[src/rtl/alu_issue_stage.sv]
// Operand-fetch / issue / writeback stage wrapped around datapath_core, with an 8-entry register file.
// Optional feature: define ALU_ISSUE_OVERLAP_EN to accept during WB with a writeback bypass.
module alu_issue_stage #(
  parameter int WIDTH = 8
) (
  input  logic             clk,
  input  logic             rst_n,
  input  logic             in_valid,
  output logic             in_ready,
  input  logic [3:0]       in_op,
  input  logic [2:0]       in_rd,
  input  logic [2:0]       in_rs1,
  input  logic [2:0]       in_rs2,
  input  logic             in_imm_sel,
  input  logic [WIDTH-1:0] in_imm,
  output logic [WIDTH-1:0] alu_a,
  output logic [WIDTH-1:0] alu_b,
  output logic [3:0]       alu_op,
  input  logic [WIDTH-1:0] alu_result,
  input  logic             alu_zero,
  input  logic             alu_neg,
  input  logic             alu_carry,
  input  logic             alu_ovf,
  output logic             wb_valid,
  output logic [2:0]       wb_rd,
  output logic [WIDTH-1:0] wb_data,
  output logic [3:0]       flags_q,
  output logic             err_illegal,
  input  logic [2:0]       dbg_addr,
  output logic [WIDTH-1:0] dbg_data
);

  typedef enum logic [1:0] {S_IDLE, S_EXEC, S_WB} state_t;

  state_t             r_state;
  state_t             w_state_nxt;
  logic [WIDTH-1:0]   r_rf [0:7];
  logic [3:0]         r_op_p0;
  logic [2:0]         r_rd_p0;
  logic [WIDTH-1:0]   r_opa_p0;
  logic [WIDTH-1:0]   r_opb_p0;
  logic [WIDTH-1:0]   r_wb_data_p1;
  logic [2:0]         r_wb_rd_p1;
  logic [3:0]         r_flags_hold_p1;
  logic               r_illegal_p1;
  logic [3:0]         r_flags_q;

  logic               w_accept;
  logic               w_wb_legal;
  logic [WIDTH-1:0]   w_rs1_val;
  logic [WIDTH-1:0]   w_rs2_val;
  logic [WIDTH-1:0]   w_opa;
  logic [WIDTH-1:0]   w_opb;

  assign w_wb_legal = (r_state == S_WB) && !r_illegal_p1;

`ifdef ALU_ISSUE_OVERLAP_EN
  logic w_byp_ok;

  assign in_ready  = (r_state == S_IDLE) || (r_state == S_WB);
  // The write of the instruction in WB lands on the same edge as this read, so forward it.
  assign w_byp_ok  = w_wb_legal && (r_wb_rd_p1 != 3'd0);
  assign w_rs1_val = (w_byp_ok && (in_rs1 == r_wb_rd_p1)) ? r_wb_data_p1 :
                     (in_rs1 == 3'd0) ? '0 : r_rf[in_rs1];
  assign w_rs2_val = (w_byp_ok && (in_rs2 == r_wb_rd_p1)) ? r_wb_data_p1 :
                     (in_rs2 == 3'd0) ? '0 : r_rf[in_rs2];
`else
  assign in_ready  = (r_state == S_IDLE);
  assign w_rs1_val = (in_rs1 == 3'd0) ? '0 : r_rf[in_rs1];
  assign w_rs2_val = (in_rs2 == 3'd0) ? '0 : r_rf[in_rs2];
`endif

  assign w_accept = in_valid && in_ready;
  assign w_opa    = w_rs1_val;
  assign w_opb    = in_imm_sel ? in_imm : w_rs2_val;

  always_comb begin
    w_state_nxt = r_state;
    case (r_state)
      S_IDLE:  if (w_accept) w_state_nxt = S_EXEC;
      S_EXEC:  w_state_nxt = S_WB;
      S_WB:    w_state_nxt = w_accept ? S_EXEC : S_IDLE;
      default: w_state_nxt = S_IDLE;
    endcase
  end

  always_ff @(posedge clk or negedge rst_n) begin
    if (!rst_n) begin
      r_state         <= S_IDLE;
      r_op_p0         <= '0;
      r_rd_p0         <= '0;
      r_opa_p0        <= '0;
      r_opb_p0        <= '0;
      r_wb_data_p1    <= '0;
      r_wb_rd_p1      <= '0;
      r_flags_hold_p1 <= '0;
      r_illegal_p1    <= 1'b0;
      r_flags_q       <= '0;
      for (int i = 0; i < 8; i++) r_rf[i] <= '0;
    end else begin
      r_state <= w_state_nxt;
      // p0: issue -- operands held stable on the datapath_core inputs until the next accept
      if (w_accept) begin
        r_op_p0  <= in_op;
        r_rd_p0  <= in_rd;
        r_opa_p0 <= w_opa;
        r_opb_p0 <= w_opb;
      end
      // p1: capture datapath_core result at the end of EXEC
      if (r_state == S_EXEC) begin
        r_wb_data_p1    <= alu_result;
        r_wb_rd_p1      <= r_rd_p0;
        r_flags_hold_p1 <= {alu_zero, alu_neg, alu_carry, alu_ovf};
        r_illegal_p1    <= r_op_p0[3];
      end
      // commit: architectural state changes only for legal instructions
      if (w_wb_legal) begin
        r_flags_q <= r_flags_hold_p1;
        if (r_wb_rd_p1 != 3'd0) r_rf[r_wb_rd_p1] <= r_wb_data_p1;
      end
    end
  end

  assign alu_a       = r_opa_p0;
  assign alu_b       = r_opb_p0;
  assign alu_op      = r_op_p0;
  assign wb_valid    = w_wb_legal;
  assign err_illegal = (r_state == S_WB) && r_illegal_p1;
  assign wb_rd       = r_wb_rd_p1;
  assign wb_data     = r_wb_data_p1;
  assign flags_q     = r_flags_q;
  assign dbg_data    = (dbg_addr == 3'd0) ? '0 : r_rf[dbg_addr];

endmodule

[config.mk]
export PLATFORM = sky130hd
export DESIGN_NAME = alu_issue_stage
export DESIGN_NICKNAME = d
export VERILOG_FILES = /design/src/rtl/alu_issue_stage.sv
export SDC_FILE = /design/constraint.sdc
export NUM_CORES = 1
export LEC_CHECK = 0
export ABC_AREA = 1
export CAP_MARGIN = 15
export CORE_MARGIN = 3
export CORE_UTILIZATION = 50
export CTS_CLUSTER_SIZE = 28
export DETAILED_ROUTE_END_ITERATION = 7
export GPL_TIMING_DRIVEN = 0
export PLACE_DENSITY = 0.8
export SETUP_SLACK_MARGIN = 0.5
export SYNTH_ARGS = -nofsm -noshare
export SYNTH_HDL_FRONTEND = slang
export SYNTH_SLANG_ARGS = --single-unit
[constraint.sdc]
create_clock -name clk -period 1.9 [get_ports clk]
set_input_delay 0.475 -clock clk [delete_from_list [all_inputs] [get_ports clk]]
set_output_delay 0.475 -clock clk [all_outputs]
set_load 0.01 [all_outputs]
==> summary.md, run 1 <==
| Metric | Value |
|---|---|
| Switching share of power | between 40% and 50% |
| CP peak stage delay | 420 ps |
| GPL Wtd Cong | 1.014 |
| Register bit total from synthesis | 109 |
| Predominant post-synthesis flop cell | dfrtp_1 |
| Root buffer cell | clkbuf_16 |
| Hold crit path type | in2async |
| Final hold violations | 0 |
| Worst setup SP type | flip-flop |
| Layout cell share with drive strength beyond 1 | 36.84% |
| Largest net degree at the start of global routing | 61 |
| WHS | 135.9 ps |
| Net Sw Power | 4.591 mW |
| Flop pwr share | 39.3% |
| Avg Inst Size Synth | slightly above 7 sq um |
| Internal cell power | 5.937 mW |
| Vias | 6660 |
| CP Class | reg2out |
| WP data required | approximately 1400 ps |
| Detailed Routing Iterations Pass 1 | 6 |
| GRT Resource Usage Total | roughly 34% |
| Synth top area share | a little under half |
| Most common cell in the synthesized netlist | nand2_1 |
| Rel. slew slack | between 50 and 60% |
| Peak supply drop | 1.282 mV |
| Post-DRT Antenna Nets | 0 |
| Combinational Power Share | approximately 43% |
| Chip height | 113.2 microns |
| Tcrit/Tclk final | 103.5% |
| Initial antenna violation count | 0 |
| # IOs | 86 |
| Final wirelength | 24.34 mm |
| Total die area | 12820 sq um |
| Top area cells in the synthesized netlist | dfrtp_1 (47%), nand2_1 (17%), o21ai_0 (11%) |
| Setup crit end kind | output pin |
| Clock transition at path regs | 80 ps |
| Core Box Area | 11030 sq um |
| PwrDens | roughly 1200 nW/um^2 |
| Overall power | approximately 11 mW |
| Cells after Synth | 794 |
| CTS tree | done |
| Starting DRT DRC Count | 949 |
| Slowest-stage cell, CP | dfrtp_1 |
| Mapped Nets | 834 |
| DRC errors left | 0 |
| H-tree depth | 3 |
| F_max | 0.5088 GHz |
| Max-slew violations | 0 |
| Yosys warnings | 0 |
| ANT cells | 0 |
| Yosys cell types | 23 |
| CP Max Fanout | 2 |
| RSZ-0062 raised after global routing | true |
| Worst Skew | 11.09 ps |
| Post-DP HPWL | between 10 and 15 mm |
| Vias in the first global route | 5994 |
| First-pass GRT wire length | about 33 mm |
| Worst slew pin tran | approximately 700 ps |
| Min Tclk post-route | 1966 ps |
| Initial core utilization | around 52% |
| Final setup vio count | 1 |
| Fin cells | 1120 |
| Number of synthesized flops with an enable pin | 0 |
| Width of the chip | 113.2 microns |
| WL/cell | 21.73 microns |
| # clock sinks | 109 |
| Sequential share of the synthesized area | 47.43% |
| Clock power share | 17.8% |
| Row count | 38 |
| Crit-path cells | inv_1 > a21oi_2 > o21ai_0 > nand2_1 > nor2_1 > nor2_2 > buf_2 |
| Area Overhead vs Synth | 47.52% |
| Status | complete, but fails checks |
| Placed Instances | 1017 |
| Post-synthesis cell area | 5751 sq um |
| Fin util | about three quarters |
| P_leak | between 4 and 5 nW |
| Bufs on Longest Clock Path | 2 |
| Violated checks | negative setup slack |
| Yosys top cell by area | dfrtp_1 |
| # nets final | 1015 |
| Maximum capacitance violations | 0 |
| Setup WS post-layout | -65.56 ps |
| Clk_lat worst skew | 370 ps |
| Port bufs | 82 |
| Remaining global-route overflow | 0 |
| CTS Buf Count | 9 |
| # hold bufs at CTS | 0 |
| Vias per cell | 5.946 |
| Async SR Flop Fraction | 100.0% |
| Top cells by count, synth | nand2_1 (263), o21ai_0 (121), dfrtp_1 (109) |
| Crit path DAT | 1490 ps |
[layout by cell type (no fill, tap or decap), types with 4 or more instances in the layout]
master | synthesis | final
o21ai_0 | 121 | 41
inv_4 | 0 | 4
clkbuf_2 | 0 | 8
o211ai_1 | 6 | 6
dfrtp_2 | 0 | 9
inv_1 | 61 | 38
buf_4 | 0 | 61
clkdlybuf4s50_1 | 0 | 29
nand4_4 | 5 | 5
nand2_1 | 263 | 219
nor2_1 | 75 | 60
dfrtp_1 | 109 | 100
o21ai_1 | 0 | 37
nor2_4 | 0 | 5
nand2_2 | 2 | 33
buf_2 | 10 | 46
a21oi_1 | 43 | 30
clkbuf_16 | 0 | 15
inv_2 | 4 | 22
nand2_4 | 0 | 13
clkbuf_8 | 0 | 5
a21oi_2 | 0 | 13
buf_8 | 0 | 6
nand3_1 | 44 | 43
nor2_2 | 0 | 10
clkbuf_1 | 32 | 9
o21ai_2 | 2 | 44
buf_6 | 2 | 41
[layout make-up]
type	count	area, sq um
multi-input cells	569	3028
flip-flops and latches	109	2739
fillers	737	2547
repair buffers	170	1443
plain buffers	49	528.0
inverters	67	284.0
clock buffers	10	229.0
well taps	140	175.2
clock inverters	6	57.56
[what timing repair did]
action / in CTS / in global routing
pin swaps: 20 / 12
cloned: 8 / 1
setup endpoints to repair: 126 / 108
buffers inserted: 57 / 21
resized for setup: 373 / 181
[routing by layer]
metal	track usage [%]	routed length, microns	vias up	share of wire (%)
li1	-	-	2909	-
met1	44.80	9029	3122	37
met2	50.59	11100	514	46
met3	11.12	2940	115	12
met4	13.86	1272	0	5.2
met5	0	0	-	0
[worst max-delay path: cells and delay by family, from the launching register on]
| family | cells | cell delay (ps) |
|---|---|---|
| simple gates | 3 | 240 |
| flops | 1 | 420 |
| compound gates | 2 | 250 |
| buf+inv | 2 | 210 |
[power by group through the flow]
stage / combinational, mW / clock (mW) / sequential, mW
2_1_floorplan: 1.67 / 0 / 3.83
3_3_place_gp: 2.92 / 0 / 4.02
3_5_place_dp: 3.00 / 0 / 4.03
4_1_cts: 3.60 / 1.85 / 3.88
5_1_grt: 4.82 / 1.96 / 4.16
6_report: 4.51 / 1.88 / 4.14
[logic make-up after synthesis]
kind of cell,share of synthesized area [%]
flops,47.43
compound gates,15.69
buf+inv,8.051
simple gates,28.83
[per-stage QoR]
step	area, sq um	TNS [ps]	setup slack (ps)
3_3_place_gp	6893	-425650	-4172
2_1_floorplan	5897	0	208.7
4_1_cts	7894	0	32.63
3_5_place_dp	6918	-15200	-1067
5_1_grt	8483	-401.8	-140.2
6_report	8483	-65.56	-65.56
[sequential cells by signal, summed over array words and instances (netlist names)]
register,flops
alu_b,8
r_rf,64
flags_q,4
r_illegal_p1,1
r_state,2
wb_rd,3
alu_op,4
r_flags_hold_p1,4
wb_data,8
alu_a,8
r_rd_p0,3
[worst paths after layout]
kind / startpoint / end / slack, ps / depth (start not counted)
min in group clk: r_rf[63] / r_rf[63] / 460 / 1
worst max register to register: r_state[0] / r_rf[24] / 190 / 10
max in group asynchronous: rst_n / wb_rd[1] / 1030 / 2
worst max-delay path: r_rf[50] / dbg_data[2] / -70 / 7
worst min-delay path: rst_n / r_rf[12] / 140 / 1
worst min register to register: r_rf[63] / r_rf[63] / 460 / 1
(Power assumes the default switching activity.)
==> inputs of run 2 (changes only) <==
--- a/config.mk
+++ b/config.mk
@@ -12,7 +12,7 @@
 export CTS_CLUSTER_SIZE = 28
 export DETAILED_ROUTE_END_ITERATION = 7
 export GPL_TIMING_DRIVEN = 0
-export PLACE_DENSITY = 0.8
+export PLACE_DENSITY = 0.75
 export SETUP_SLACK_MARGIN = 0.5
 export SYNTH_ARGS = -nofsm -noshare
 export SYNTH_HDL_FRONTEND = slang
==> summary.md, run 2 (synthesized netlist as in run 1, its figures left out) <==
| Metric | Value |
|---|---|
| Clock transition at path regs | 80 ps (about the same) |
| Worst R2R End | r_rf[54] (was r_rf[24]) |
| H-tree depth | 3 (unchanged) |
| Max Used Layer | met4 (unchanged) |
| Maximum capacitance violations | 0 (unchanged) |
| Worst R2R Start | r_state[0] (unchanged) |
| Combinational Power Share | 45.1% (was 42.8%) |
| Peak supply drop | 1.213 mV (was 1.282 mV) |
| WL met1 | 9.097 mm (was 9.029 mm) |
| Area Overhead vs Synth | 50.96% (was 47.52%) |
| Top reg by flops | r_rf (unchanged) |
| Met2 wire length | 11.91 mm (was 11.10 mm) |
| Setup crit end kind | output pin (unchanged) |
| # hold bufs at CTS | 0 (unchanged) |
| Status | complete, but fails checks (unchanged) |
| Detailed Routing Iterations Pass 1 | 6 (unchanged) |
| Width of the chip | 113.2 microns (unchanged) |
| Row count | 38 (unchanged) |
| Initial antenna violation count | 0 (unchanged) |
| Flop pwr share | 35.9% (was 39.3%) |
| F_max | 0.5114 GHz (was 0.5088 GHz) |
| CTS Buf Count | 9 (unchanged) |
| Tcrit/Tclk final | 102.9% (was 103.5%) |
| Routed wl met3 | 2.586 mm (was 2.940 mm) |
| Total die area | 12820 sq um (unchanged) |
| # nets final | 1025 (was 1015) |
| Clock power share | 19.0% (was 17.8%) |
| Final wirelength | 25.41 mm (was 24.34 mm) |
| Final setup vio count | 5 (was 1) |
| ANT cells | 0 (unchanged) |
| Dpl cell area | 6918 sq um (unchanged) |
| Crit-path cells | inv_2 > a21oi_2 > o21ai_1 > nand3_1 > nand2_1 > nor2_2 > buf_2 (was inv_1 > a21oi_2 > o21ai_0 > nand2_1 > nor2_1 > nor2_2 > buf_2) |
| Min Tclk post-route | 1955 ps (was 1966 ps) |
| Vias per cell | 6.082 (was 5.946) |
| Post-DP HPWL | 14.89 mm (was 13.88 mm) |
| TNS Setup | -185.6 ps (was -65.56 ps) |
| # IOs | 86 (unchanged) |
| Vias | 6873 (was 6660) |
| Starting DRT DRC Count | 949 (unchanged) |
| PwrDens | 1303 nW/um^2 (was 1241 nW/um^2) |
| P_leak | 4.260 nW (was 4.140 nW) |
| Finished Cell Area | 8681 sq um (was 8483 sq um) |
| # clock sinks | 109 (unchanged) |
| Final hold violations | 0 (unchanged) |
| Largest net degree at the start of global routing | 76 (was 61) |
| GRT Resource Usage Total | 35.10% (was 33.60%) |
| Remaining global-route overflow | 0 (unchanged) |
| Net Sw Power | 4.786 mW (was 4.591 mW) |
| Chip height | 113.2 microns (unchanged) |
| R2r setup slk | 320 ps (was 190 ps) |
| Internal cell power | 6.527 mW (was 5.937 mW) |
| Clk_lat worst skew | 360 ps (was 370 ps) |
| Vias in the first global route | 6299 (was 5994) |
| Max-slew violations | 0 (unchanged) |
| Crit path DAT | 1480 ps (was 1490 ps) |
| Core Box Area | 11030 sq um (unchanged) |
| Bufs on Longest Clock Path | 2 (unchanged) |
| Switching share of power | 42.31% (was 43.61%) |
| CP Max Fanout | 3 (was 2) |
| Setup WS post-layout | -55.34 ps (was -65.56 ps) |
| Initial core utilization | 52.13% (unchanged) |
| Critical Path Start | r_rf[15] (was r_rf[50]) |
| Most common cell after layout, fill and taps aside | nand2_1 (unchanged) |
| Violated checks | negative setup slack (unchanged) |
| First-pass GRT wire length | 34.16 mm (was 33.08 mm) |
| Worst Setup Slack post-DPL | -1020 ps (was -1067 ps) |
| Worst slew pin tran | 514.8 ps (was 683.7 ps) |
| GPL Wtd Cong | 0.9850 (was 1.014) |
| Rel. slew slack | 65.68% (was 54.42%) |
| Reg2reg path depth | 9 (was 10) |
| RSZ-0062 raised after global routing | true (unchanged) |
| CP peak stage delay | 440 ps (was 420 ps) |
| CP Class | reg2out (unchanged) |
| WP data required | 1420 ps (about the same) |
| DRC errors left | 0 (unchanged) |
| Most frequent cells in the layout | nand2_1 (215), dfrtp_1 (92), buf_4 (74) (was nand2_1 (219), dfrtp_1 (100), buf_4 (61)) |
| Slowest-stage cell, CP | dfrtp_1 (unchanged) |
| Layout cell share with drive strength beyond 1 | 38.18% (was 36.84%) |
| Post-DRT Antenna Nets | 0 (unchanged) |
| Hold crit path type | in2async (unchanged) |
| Number of flip-flops in the largest register | 64 (unchanged) |
| Worst Skew | 7.772 ps (was 11.09 ps) |
| CTS tree | done (unchanged) |
| Port bufs | 82 (unchanged) |
| Critical Path Sink | dbg_data[7] (was dbg_data[2]) |
| Worst setup SP type | flip-flop (unchanged) |
| Root buffer cell | clkbuf_16 (unchanged) |
| WL/cell | 22.48 microns (was 21.73 microns) |
run 2: routing by layer:
layer  GRT usage (%)  vias up
met5               0        -
met4           17.15        0
met3           8.984      154
met2           56.08      542
met1           44.51     3236
li1                -     2941
run 2: how the worst min path moves through the flow:
stage               startpoint       end  slack [ps]
CTS                      rst_n  r_rf[63]          90
floorplan                rst_n  alu_a[0]         180
global placement      r_rf[56]  r_rf[56]         440
global route             rst_n  r_rf[63]         100
finish                   rst_n  r_rf[63]          70
detailed placement    r_rf[57]  r_rf[57]         450
run 2: per-stage QoR:
stage                     cells  hold WS (ps)  util (%)  power, mW
final                      1130         71.79     78.70      11.31
after global routing       1130         98.39     78.70      11.74
after CTS                  1099         90.71     72.22      9.935
after detailed placement   1017         449.1     62.72      7.200
after global placement     1016         439.4     62.49      7.102
after floorplan             794         179.4         -      5.493
run 2: timing repair:
action | CTS | global route
hold endpoints to repair | 0 | 0
setup buffers | 59 | 27
gates resized for setup | 355 | 204
pin swaps | 17 | 25
endpoints found under the setup margin | 130 | 117
gates cloned | 7 | 4
run 2: layout make-up:
class                      instances  area (sq um)
buffer                            49         529.3
tap                              140         175.2
clock inverter                     6         105.1
sequential                       109          2749
inverter                          67         284.0
multi-input combinational        569          3075
clock buffer                      10         229.0
timing repair buffer             180          1534
fill                             713          2350
run 2: worst max-delay path: cells and delay by family (launching register included):
family	cells	cell delay, ps
AOI/OAI and AO/OA	2	250
buffers and inverters	2	220
DFF	1	440
and+or+nand+nor	3	210
run 2: power groups by stage:
stage               clock network [mW]  registers, mW  logic, mW
floorplan                            0           3.83       1.67
global placement                     0           4.06       3.04
detailed placement                   0           4.08       3.12
CTS                               2.14           3.86       3.93
global route                      2.24           4.08       5.42
finish                            2.15           4.06       5.11
==> RTL change: new RTL, settings of run 2 <==
The parameter `WIDTH` goes from 8 to 7.
--- a/src/rtl/alu_issue_stage.sv
+++ b/src/rtl/alu_issue_stage.sv
@@ -3,3 +3,3 @@
 module alu_issue_stage #(
-  parameter int WIDTH = 8
+  parameter int WIDTH = 7
 ) (
Interface: changed (6 resized); port bits go from 86 to 80. The function was not compared with the original's and may differ.
==> RTL change against run 2 <==
The run ends with DRC, setup timing left; wire length shrank 0.43%; combinational power fell by 4%; worst setup slack lost 2.0 ps; sequential cell count shrank 11; power is 11% lower; sequential share of layout area shrank 1.4 points; critical path depth down 1; global-route usage grew 0.89 points; cell area down 5.7%; area after synthesis fell by 7.4%; via count fell by 7.2%; critical endpoint is now dbg_data[6].
==> RTL change: results (changes against run 2) <==
| Step | Quantity | Reported | Change |
|---|---|---|---|
| run status | Run status | complete, but fails checks | unchanged |
| run status | Violated checks | DRC, setup timing | was setup timing |
| final layout | Number of clock-tree buffers in the layout | 11 | was 10 |
| timing | Number of endpoints failing setup at the final stage | 7 | was 5 |
| timing | Setup tns final | -217 ps | was -186 ps |
| timing | Hold slack final | 473 ps | was 71.8 ps |
| critical path | Endpoint of the worst setup timing path | dbg_data[6] | was dbg_data[7] |
| global route | Met1 Usage GRT | 43.5% | was 44.5% |
| routing | Met3 wire length | 3220 microns | was 2590 microns |
| clocking | Clock transition at the register clock pins on the worst setup and hold paths after CTS | 120 ps | was 80 ps |
| critical path | Critical path startpoint | r_rf[20]$_DFFE_PN0P_ | was r_rf[15]$_DFFE_PN0P_ |
| final layout | Non-clock buffering overhead | 25.6% | was 23.8% |
| synthesis | Multiplexer area fraction after synthesis | 0.846% | was 0% |
| final layout | Max reg flops | 56 | was 64 |
| synthesis | Compound-Gate Fraction of Synth Area | 15.4% | was 15.7% |
| routing | Average via count per standard cell | 6.19 | was 6.08 |
| routing | Sum of routed wire segments on met1 | 8460 microns | was 9100 microns |
| final layout | Area used by multi-input combinational logic | 0.00301 sq mm | was 0.00308 sq mm |
| final layout | Non-clock inverter instance count of the final layout | 64 | was 67 |
| synthesis | Synth cell types | 29 | was 23 |
| routing | Initial DRC Count | 862 | was 949 |
| final layout | Multi-input gates | 492 | was 569 |
| final layout | Layout Cells excl Fill | 1030 | was 1130 |
| timing | Clock Skews | 24.9 ps | was 7.77 ps |
| critical path | Endpoint of the worst-slack reg-to-reg timing path | r_rf[33]$_DFFE_PN0P_ | was r_rf[54]$_DFFE_PN0P_ |
| global route | Global-route wire length before repair | 31300 microns | was 34200 microns |
| clocking | Root Driver | sky130_fd_sc_hd__clkbuf_8 | was sky130_fd_sc_hd__clkbuf_16 |
| placed design | RD Place Congestion | 1.01 | was 0.985 |
| timing | Final worst setup slack | -57.3 ps | was -55.3 ps |
| critical path | Worst-path fanout max | 2 | was 3 |
| global route | Met3 Usage GRT | 10.4% | was 8.98% |
| final layout | Proportion of cell area spent on the clock network | 2.17% | was 3.85% |
| critical path | Worst reg-to-reg path cell count | 10 | was 9 |
| routing | Remaining DRCs | 7 | was 0 |
| timing | Worst-case headroom to the max-slew limit | 65.5% | was 65.7% |
| final layout | Fin nets | 927 | was 1025 |
| pwr | Internal Pwr Total | 5.49 mW | was 6.53 mW |
[RTL change: cell types whose count changed in the layout (fill, tap and decap cells not counted), sizes merged, moves of 4 or more]
cell    before  now
dfrtp      109   98
and3         0    4
o211ai       6   11
nor2        75   56
clkbuf      46   25
mux2         0    4
o21ai      123   97
nand2      265  230
buf        162  177
inv         69   65
a21oi       43   33
[RTL change: power by group through the flow]
| stage | clock network, mW | registers (mW) | logic (mW) |
|---|---|---|---|
| 2_1_floorplan | 0 | 3.43 | 1.63 |
| 3_3_place_gp | 0 | 3.66 | 2.79 |
| 3_5_place_dp | 0 | 3.69 | 2.87 |
| 4_1_cts | 1.29 | 3.52 | 3.64 |
| 5_1_grt | 1.42 | 3.78 | 5.17 |
| 6_report | 1.37 | 3.79 | 4.92 |
[RTL change: timing repair]
action / in CTS / in global routing
setup buffers: 68 / 29
gates resized for setup: 290 / 220
setup endpoints to repair: 82 / 126
hold buffers: 1 / 0
endpoints found under the hold margin: 8 / 0
pin swaps: 20 / 35
gates cloned: 8 / 1
